===== src/rtl/code_entry.sv =====
// code_entry: keypad code checker producing the seq/enable verdict pair for the alarm FSM
// Ports: clk, rst_n (async active-low), key_valid/key_val (decoded key strobe, 0-9 digit, C clear),
//        seq (registered verdict, 1 = match), enable (one-cycle verdict pulse),
//        digits (digits accepted in current entry), locked (lockout active).
// Optional feature: define CODE_LOCKOUT_EN to lock the keypad after MAX_FAIL consecutive wrong codes.
module code_entry #(
  parameter int CODE_LEN = 4,
  parameter logic [31:0] CODE = 32'h0000_1234,
  parameter int TIMEOUT_CYCLES = 50_000_000,
  parameter int MAX_FAIL = 3,
  parameter int LOCK_CYCLES = 500_000_000
) (
  input  logic       clk,
  input  logic       rst_n,
  input  logic       key_valid,
  input  logic [3:0] key_val,
  output logic       seq,
  output logic       enable,
  output logic [3:0] digits,
  output logic       locked
);
  localparam int TW = $clog2(TIMEOUT_CYCLES + 1);
  localparam logic [TW-1:0] TMAX = TW'(TIMEOUT_CYCLES - 1);
  localparam logic [3:0] LAST = 4'(CODE_LEN - 1);
  typedef enum logic [1:0] {IDLE, COLLECT, VERDICT, LOCKED} state_t;
  state_t state;
  logic mismatch;
  logic [TW-1:0] timer;
  logic is_digit, is_clear, miss;
  logic [3:0] sel, exp_digit;
  assign is_digit = key_valid && key_val <= 4'd9;
  assign is_clear = key_valid && key_val == 4'hC;
  // first digit lives in the most significant used nibble
  assign sel = LAST - digits;
  assign exp_digit = 4'(CODE >> {sel, 2'b00});
  assign miss = mismatch | (key_val != exp_digit);
`ifdef CODE_LOCKOUT_EN
  localparam int FW = $clog2(MAX_FAIL + 1);
  localparam int LW = $clog2(LOCK_CYCLES + 1);
  logic [FW-1:0] fail_cnt;
  logic [LW-1:0] lock_timer;
  always_ff @(posedge clk or negedge rst_n)
    if (!rst_n) begin
      state <= IDLE;
      seq <= 1'b0;
      enable <= 1'b0;
      digits <= 4'd0;
      mismatch <= 1'b0;
      timer <= '0;
      locked <= 1'b0;
      fail_cnt <= '0;
      lock_timer <= '0;
    end else begin
      enable <= 1'b0;
      case (state)
        IDLE, COLLECT:
          if (is_digit) begin
            digits <= digits + 4'd1;
            mismatch <= miss;
            timer <= '0;
            if (digits == LAST) begin
              state <= VERDICT;
              enable <= 1'b1;
              seq <= !miss;
              fail_cnt <= miss ? fail_cnt + 1'b1 : '0;
            end else state <= COLLECT;
          end else if (state == COLLECT && (is_clear || timer == TMAX)) begin
            state <= IDLE;
            digits <= 4'd0;
            mismatch <= 1'b0;
            timer <= '0;
          end else if (state == COLLECT) timer <= timer + 1'b1;
        VERDICT: begin
          digits <= 4'd0;
          mismatch <= 1'b0;
          if (fail_cnt == FW'(MAX_FAIL)) begin
            state <= LOCKED;
            locked <= 1'b1;
            lock_timer <= '0;
          end else state <= IDLE;
        end
        default:
          if (lock_timer == LW'(LOCK_CYCLES - 1)) begin
            state <= IDLE;
            locked <= 1'b0;
            fail_cnt <= '0;
          end else lock_timer <= lock_timer + 1'b1;
      endcase
    end
`else
  logic unused_cfg;
  assign unused_cfg = ^{32'(MAX_FAIL), 32'(LOCK_CYCLES)};
  assign locked = 1'b0;
  always_ff @(posedge clk or negedge rst_n)
    if (!rst_n) begin
      state <= IDLE;
      seq <= 1'b0;
      enable <= 1'b0;
      digits <= 4'd0;
      mismatch <= 1'b0;
      timer <= '0;
    end else begin
      enable <= 1'b0;
      case (state)
        IDLE, COLLECT:
          if (is_digit) begin
            digits <= digits + 4'd1;
            mismatch <= miss;
            timer <= '0;
            if (digits == LAST) begin
              state <= VERDICT;
              enable <= 1'b1;
              seq <= !miss;
            end else state <= COLLECT;
          end else if (state == COLLECT && (is_clear || timer == TMAX)) begin
            state <= IDLE;
            digits <= 4'd0;
            mismatch <= 1'b0;
            timer <= '0;
          end else if (state == COLLECT) timer <= timer + 1'b1;
        VERDICT: begin
          digits <= 4'd0;
          mismatch <= 1'b0;
          state <= IDLE;
        end
        default: state <= IDLE;
      endcase
    end
`endif
endmodule


===== config.mk =====
export PLATFORM = sky130hd
export DESIGN_NAME = code_entry
export DESIGN_NICKNAME = d
export VERILOG_FILES = /design/src/rtl/code_entry.sv
export SDC_FILE = /design/constraint.sdc
export NUM_CORES = 1
export LEC_CHECK = 0
export ABC_CLOCK_PERIOD_IN_PS = 3800
export CAP_MARGIN = 20
export CELL_PAD_IN_SITES_DETAIL_PLACEMENT = 1
export CELL_PAD_IN_SITES_GLOBAL_PLACEMENT = 2
export CORE_MARGIN = 2
export CORE_UTILIZATION = 40
export CTS_CLUSTER_SIZE = 20
export DETAILED_ROUTE_END_ITERATION = 8
export GPL_ROUTABILITY_DRIVEN = 0
export GPL_TIMING_DRIVEN = 0
export PLACE_DENSITY_LB_ADDON = 0.05
export SYNTH_ARGS = -nofsm -noshare
export SYNTH_HDL_FRONTEND = slang
export SYNTH_SLANG_ARGS = --single-unit
export TNS_END_PERCENT = 30

===== constraint.sdc =====
create_clock -name clk -period 3.8 [get_ports clk]
set_clock_uncertainty 0.1 [all_clocks]
set_input_delay 1.14 -clock clk [delete_from_list [all_inputs] [get_ports clk]]
set_output_delay 1.14 -clock clk [all_outputs]
set_load 0.01 [all_outputs]

---- Yosys cells after proc, flatten, opt, wreduce, memory -nomap -nowiden ----
Index checks and enable logic that the tools add are counted.
storage, ports and cells
  bits in registers ....................... 35
  input bits .............................. 7
  output and inout port bits .............. 7
  word-level logic and storage cells ...... 47
operators by class
  $add $sub $neg .......................... 3
  $lt $le $gt $ge ......................... 1
  equal/unequal tests ..................... 7
  shift-type cells ........................ 1
  muxes and demuxes ....................... 16
  bitwise gates (word level) .............. 1
  reduce and logical (&&, ||, !) cells .... 12
operators with widths
  operator                                                                count
  26-bit two-way mux                                                      3
  26-bit by 1-bit adder with 26-bit output (second input constant)        1
  26-bit equality test (second input constant)                            1
  13-bit by 6-bit >> shifter with 4-bit output (first input constant)     1
  2-bit two-way mux                                                       4
  4-bit two-way mux                                                       2
  4-bit case mux with 2 select lines                                      1
  1-bit two-way mux                                                       5
  4-bit by 1-bit adder with 4-bit output (second input constant)          1
  4-bit by 2-bit equality test with 1-bit output (second input constant)  1
  4-bit equality test (second input constant)                             1
  4-bit <= comparator (second input constant)                             1
  4-bit != test                                                           1
  2-bit AND reduction                                                     2
  2-bit by 4-bit subtractor with 4-bit output (first input constant)      1
  1-bit logical AND                                                       3
  3-bit != test (second input constant)                                   1
  3-bit AND reduction                                                     1
  3-bit nonzero test                                                      1
  2-bit by 1-bit equality test with 1-bit output (second input constant)  1
  2-bit equality test (second input constant)                             1
  2-bit zero test                                                         1
  1-bit case mux with 2 select lines                                      1
  2-bit nonzero test                                                      1
  other kinds (4)                                                         4

---- Logic depth before layout (Yosys ltp) ----
  word-level depth ........................ 7
  mapped depth ............................ 7
  depth with buffers taken out ............ 7

---- Worst setup path before layout ----
Ideal clock, no wire load.
  kind .................................... in2reg
  start point ............................. input key_val[1]
  end point ............................... register timer[18]
  setup time .............................. 77 ps
  arrival ................................. 2309 ps
  required time ........................... 3623 ps
  path slack .............................. 1314 ps
  cell stages on the path ................. 6
  path buffers ............................ 1
  cells stage by stage .................... nor2_1 > o221a_2 > buf_4 > nand4_1 > or3_1 > a21oi_1
on the way
  longest elaborated chain between the ends .. 6
  elaborated cells on any way between the ends .. 10
  classes of those cells .................. 1 x order compare; 1 x eq/ne; 2 x mux; 6 x reduce/logical
ends and longest elaborated chain
  element                                                                      RTL line  RTL
  start: declaration                                                           16        input logic [3:0] key_val,
  parallel branches: the longest is 6 deep, another holds 4-bit <= comparator  n/a
  end signal: assignment                                                       120       end else if (state == COLLECT) timer <= timer + 1'b1;
  end: declaration                                                             28        logic [TW-1:0] timer;
Several ways; the timed one is not identified.
A chain may end at the register's enable or synchronous reset.

---- Final worst setup path ----
Same ends and word-level chain as after synthesis.

==> impl_metrics.env <==
export IMPL_netSwitchingPower_uw=360.6
export IMPL_yosys_top_cells_area="dfrtp_1 42%, xnor2_1 4.2%, nor2_1 4.1%"
export IMPL_slew_violations=0
export IMPL_crit_chain="clkdlybuf4s50_1, nor2_1, o221a_2, buf_4, nand4_1, or3_1, a21oi_1"
export IMPL_std_cell_rows=26
export IMPL_synth_edff_count=0
export IMPL_synth_common_cells="35 x dfrtp_1, 23 x nor2_1, 18 x nand2_1"
export IMPL_synth_compound_area_share_pct=12.18
export IMPL_crit_type="input port to flip-flop"
export IMPL_crit_arrival_ns=3.16
export IMPL_outcome="complete, no violations"
export IMPL_synth_xor_area_share_pct=7.071
export IMPL_grt_overflow_total=0
export IMPL_finalHoldViolCount=0
export IMPL_syn_inst=229
export IMPL_p_sw_share_pct=32.29
export IMPL_power_frac_comb_pct=25.7
export IMPL_synth_flop_cell="dfrtp_1"
export IMPL_setup_tns_final_ns=0
export IMPL_cts_resized=0
export IMPL_syn_area_um2=2106
export IMPL_drive_above_1_share_pct=13.65
export IMPL_pwr_share_seq_pct=42.5
export IMPL_period_needed_ns=3.043
export IMPL_synthSimpleGateAreaFrac_pct=31.85
export IMPL_postSynth_asyncResetShare_pct=100.0
export IMPL_yosys_warnings=0
export IMPL_drt_first_pass_iters=4
export IMPL_core_um2=5107
export IMPL_post_synth_cell_area_avg_um2=9.196
export IMPL_cts_setup_buffers=0
export IMPL_post_route_drc_count=0
export IMPL_dpl_hpwl_um=4125
export IMPL_port_buffers=12
export IMPL_hp_class="flip-flop to flip-flop"
export IMPL_grt_pass1_wl_um=9149
export IMPL_fin_nets=258
export IMPL_crit_fanout=10
export IMPL_pwr_share_clk_pct=31.8
export IMPL_syn_nets=239
export IMPL_num_vias=1809
export IMPL_drv_cap=0
export IMPL_synth_most_common_cell="dfrtp_1"
export IMPL_antenna_found_initial=0
export IMPL_cp_start_kind="input port"
export IMPL_cts_root_buf="clkbuf_8"
export IMPL_critPathSlowestCell="clkdlybuf4s50_1"
export IMPL_clkSlewWorstSetupHoldPaths_ns=0.08
export IMPL_synth_largest_area_cell="dfrtp_1"
export IMPL_cts_buffers=5
export IMPL_die_h_um=76.56
export IMPL_grt_pass1_vias=1873
export IMPL_rsz0062_at_grt="no"
export IMPL_whs_ns=0.4135
export IMPL_grt_max_degree=36
export IMPL_crit_required_ns=3.92
export IMPL_critPathCaptureType="flip-flop"
export IMPL_p_leak_uw=0.0009879
export IMPL_ant_nets=0
export IMPL_synthDistinctLibCells=53
export IMPL_avgRoutedWirePerCell_um=17.38
export IMPL_cts_tree="done"
export IMPL_clk_latency_ns=0.29
export IMPL_holdBufCountCts=0
export IMPL_tightest_slew_ns=0.7942
export IMPL_utilization_pct=47.50
export IMPL_power_density_nw_per_um2=460.3
export IMPL_p_int_uw=756.1
export IMPL_vdd_drop_max_mv=0.2354
export IMPL_crit_path_max_incr_delay_ns=0.48
export IMPL_slew_headroom_pct=47.05
export IMPL_diodes=0
export IMPL_clockBufferDepth=2
export IMPL_cts_sinks=35
export IMPL_finalCritPeriodShare_pct=80.08
export IMPL_grt_usage_pct=19.72
export IMPL_synth_top_area_share_pct=41.59
export IMPL_timing_fmax_ghz=0.3286
export IMPL_yosys_register_bits=35
export IMPL_viasPerCell=5.671
export IMPL_synth_seq_area_share_pct=41.59
export IMPL_setup_violations=0
export IMPL_dr_first_iter_drc_count=80
export IMPL_dieArea_um2=5861
export IMPL_muxShareOfSynthArea_pct=0.5348
export IMPL_synth_fa_ha_area_share_pct=1.783
export IMPL_htree_num_levels=2
export IMPL_syn_to_final_growth_pct=15.21
export IMPL_die_w_um=76.56
export IMPL_wl_um=5544
export IMPL_initial_core_util_pct=41.23
export IMPL_ios=14
export IMPL_synth_top_family_by_area="simple AND/OR/NAND/NOR gates"
[power groups by stage]
stage / Combinational (uW) / Sequential, uW / Clock, uW
after floorplan: 170 / 477 / 0
after global placement: 277 / 474 / 0
after detailed placement: 287 / 481 / 0
after CTS: 291 / 474 / 363
after global routing: 323 / 484 / 383
final: 287 / 475 / 355
[worst paths after layout]
check / endpoint / from / slack (ns) / cells past startpoint
max in group asynchronous: timer[22] / rst_n / 2.26 / 1
hold / removal: seq / seq / 0.41 / 1
setup reg to reg: timer[18] / timer[0] / 1.53 / 6
setup / recovery: timer[18] / key_val[1] / 0.76 / 7
hold reg to reg: seq / seq / 0.41 / 1
min in group asynchronous: digits[3] / rst_n / 0.83 / 1
[registers in the layout, indices dropped and copies added (netlist names)]
signal    count
timer        26
digits        4
state         2
enable        1
mismatch      1
seq           1
[worst max-delay path, delay by kind of cell]
| kind | cells | cell delay, ns |
|---|---|---|
| buffers and inverters | 2 | 0.66 |
| AOI/OAI and AO/OA | 2 | 0.42 |
| and+or+nand+nor | 3 | 0.93 |
[stage by stage]
step / power, uW / instances / setup slack (ns) / cell area, um^2
finish: 1117 / 319 / 0.7568 / 2426
global placement: 751.5 / 311 / 0.5097 / 2313
floorplan: 647.2 / 229 / 1.314 / 2106
global route: 1191 / 319 / 0.6198 / 2426
CTS: 1128 / 319 / 0.7326 / 2426
detailed placement: 768.6 / 311 / 0.4390 / 2308
[kinds of logic after synthesis]
| family | count (synthesis) |
|---|---|
| xor gates and xnor gates | 17 |
| muxes | 1 |
| other | 1 |
| buffers and inverters | 17 |
| adders and majority gates | 3 |
| AOI/OAI and AO/OA | 39 |
| and+or+nand+nor | 116 |
| DFF | 35 |
[cell usage in the layout, fill, tap and decap left out, drive strengths merged, types with 3 or more instances in the layout]
| cell | netlist | final |
|---|---|---|
| a21oi | 11 | 11 |
| and2 | 3 | 3 |
| and3 | 9 | 9 |
| buf | 6 | 7 |
| clkbuf | 2 | 8 |
| clkdlybuf4s50 | 0 | 11 |
| dfrtp | 35 | 35 |
| ha | 3 | 3 |
| inv | 8 | 8 |
| nand2 | 18 | 18 |
| nand3 | 17 | 17 |
| nand4 | 12 | 12 |
| nor2 | 24 | 24 |
| nor3 | 8 | 8 |
| nor4 | 4 | 4 |
| o21ai | 16 | 16 |
| or3 | 8 | 8 |
| xnor2 | 10 | 10 |
| xor2 | 7 | 7 |
[routing by layer]
| layer | track usage (%) | vias up | part of all wire (%) | routed length, um |
|---|---|---|---|---|
| met1 | 25.77 | 898 | 47 | 2608 |
| met4 | 4.182 | 0 | 0.81 | 45 |
| met2 | 34.07 | 33 | 49 | 2739 |
| met5 | 0 | - | 0 | 0 |
| li1 | - | 872 | - | - |
| met3 | 3.673 | 6 | 2.7 | 150 |
[cell type report]
cell class	instances	area, um^2
Buffer	8	67.56
Clock buffer	6	82.58
Clock inverter	2	35.03
Fill cell	610	2681
Inverter	9	33.78
Multi-Input combinational cell	177	1129
Sequential cell	35	875.8
Tap cell	70	87.58
Timing Repair Buffer	12	115.1
No activity file was read; power rests on OpenSTA's default activity.
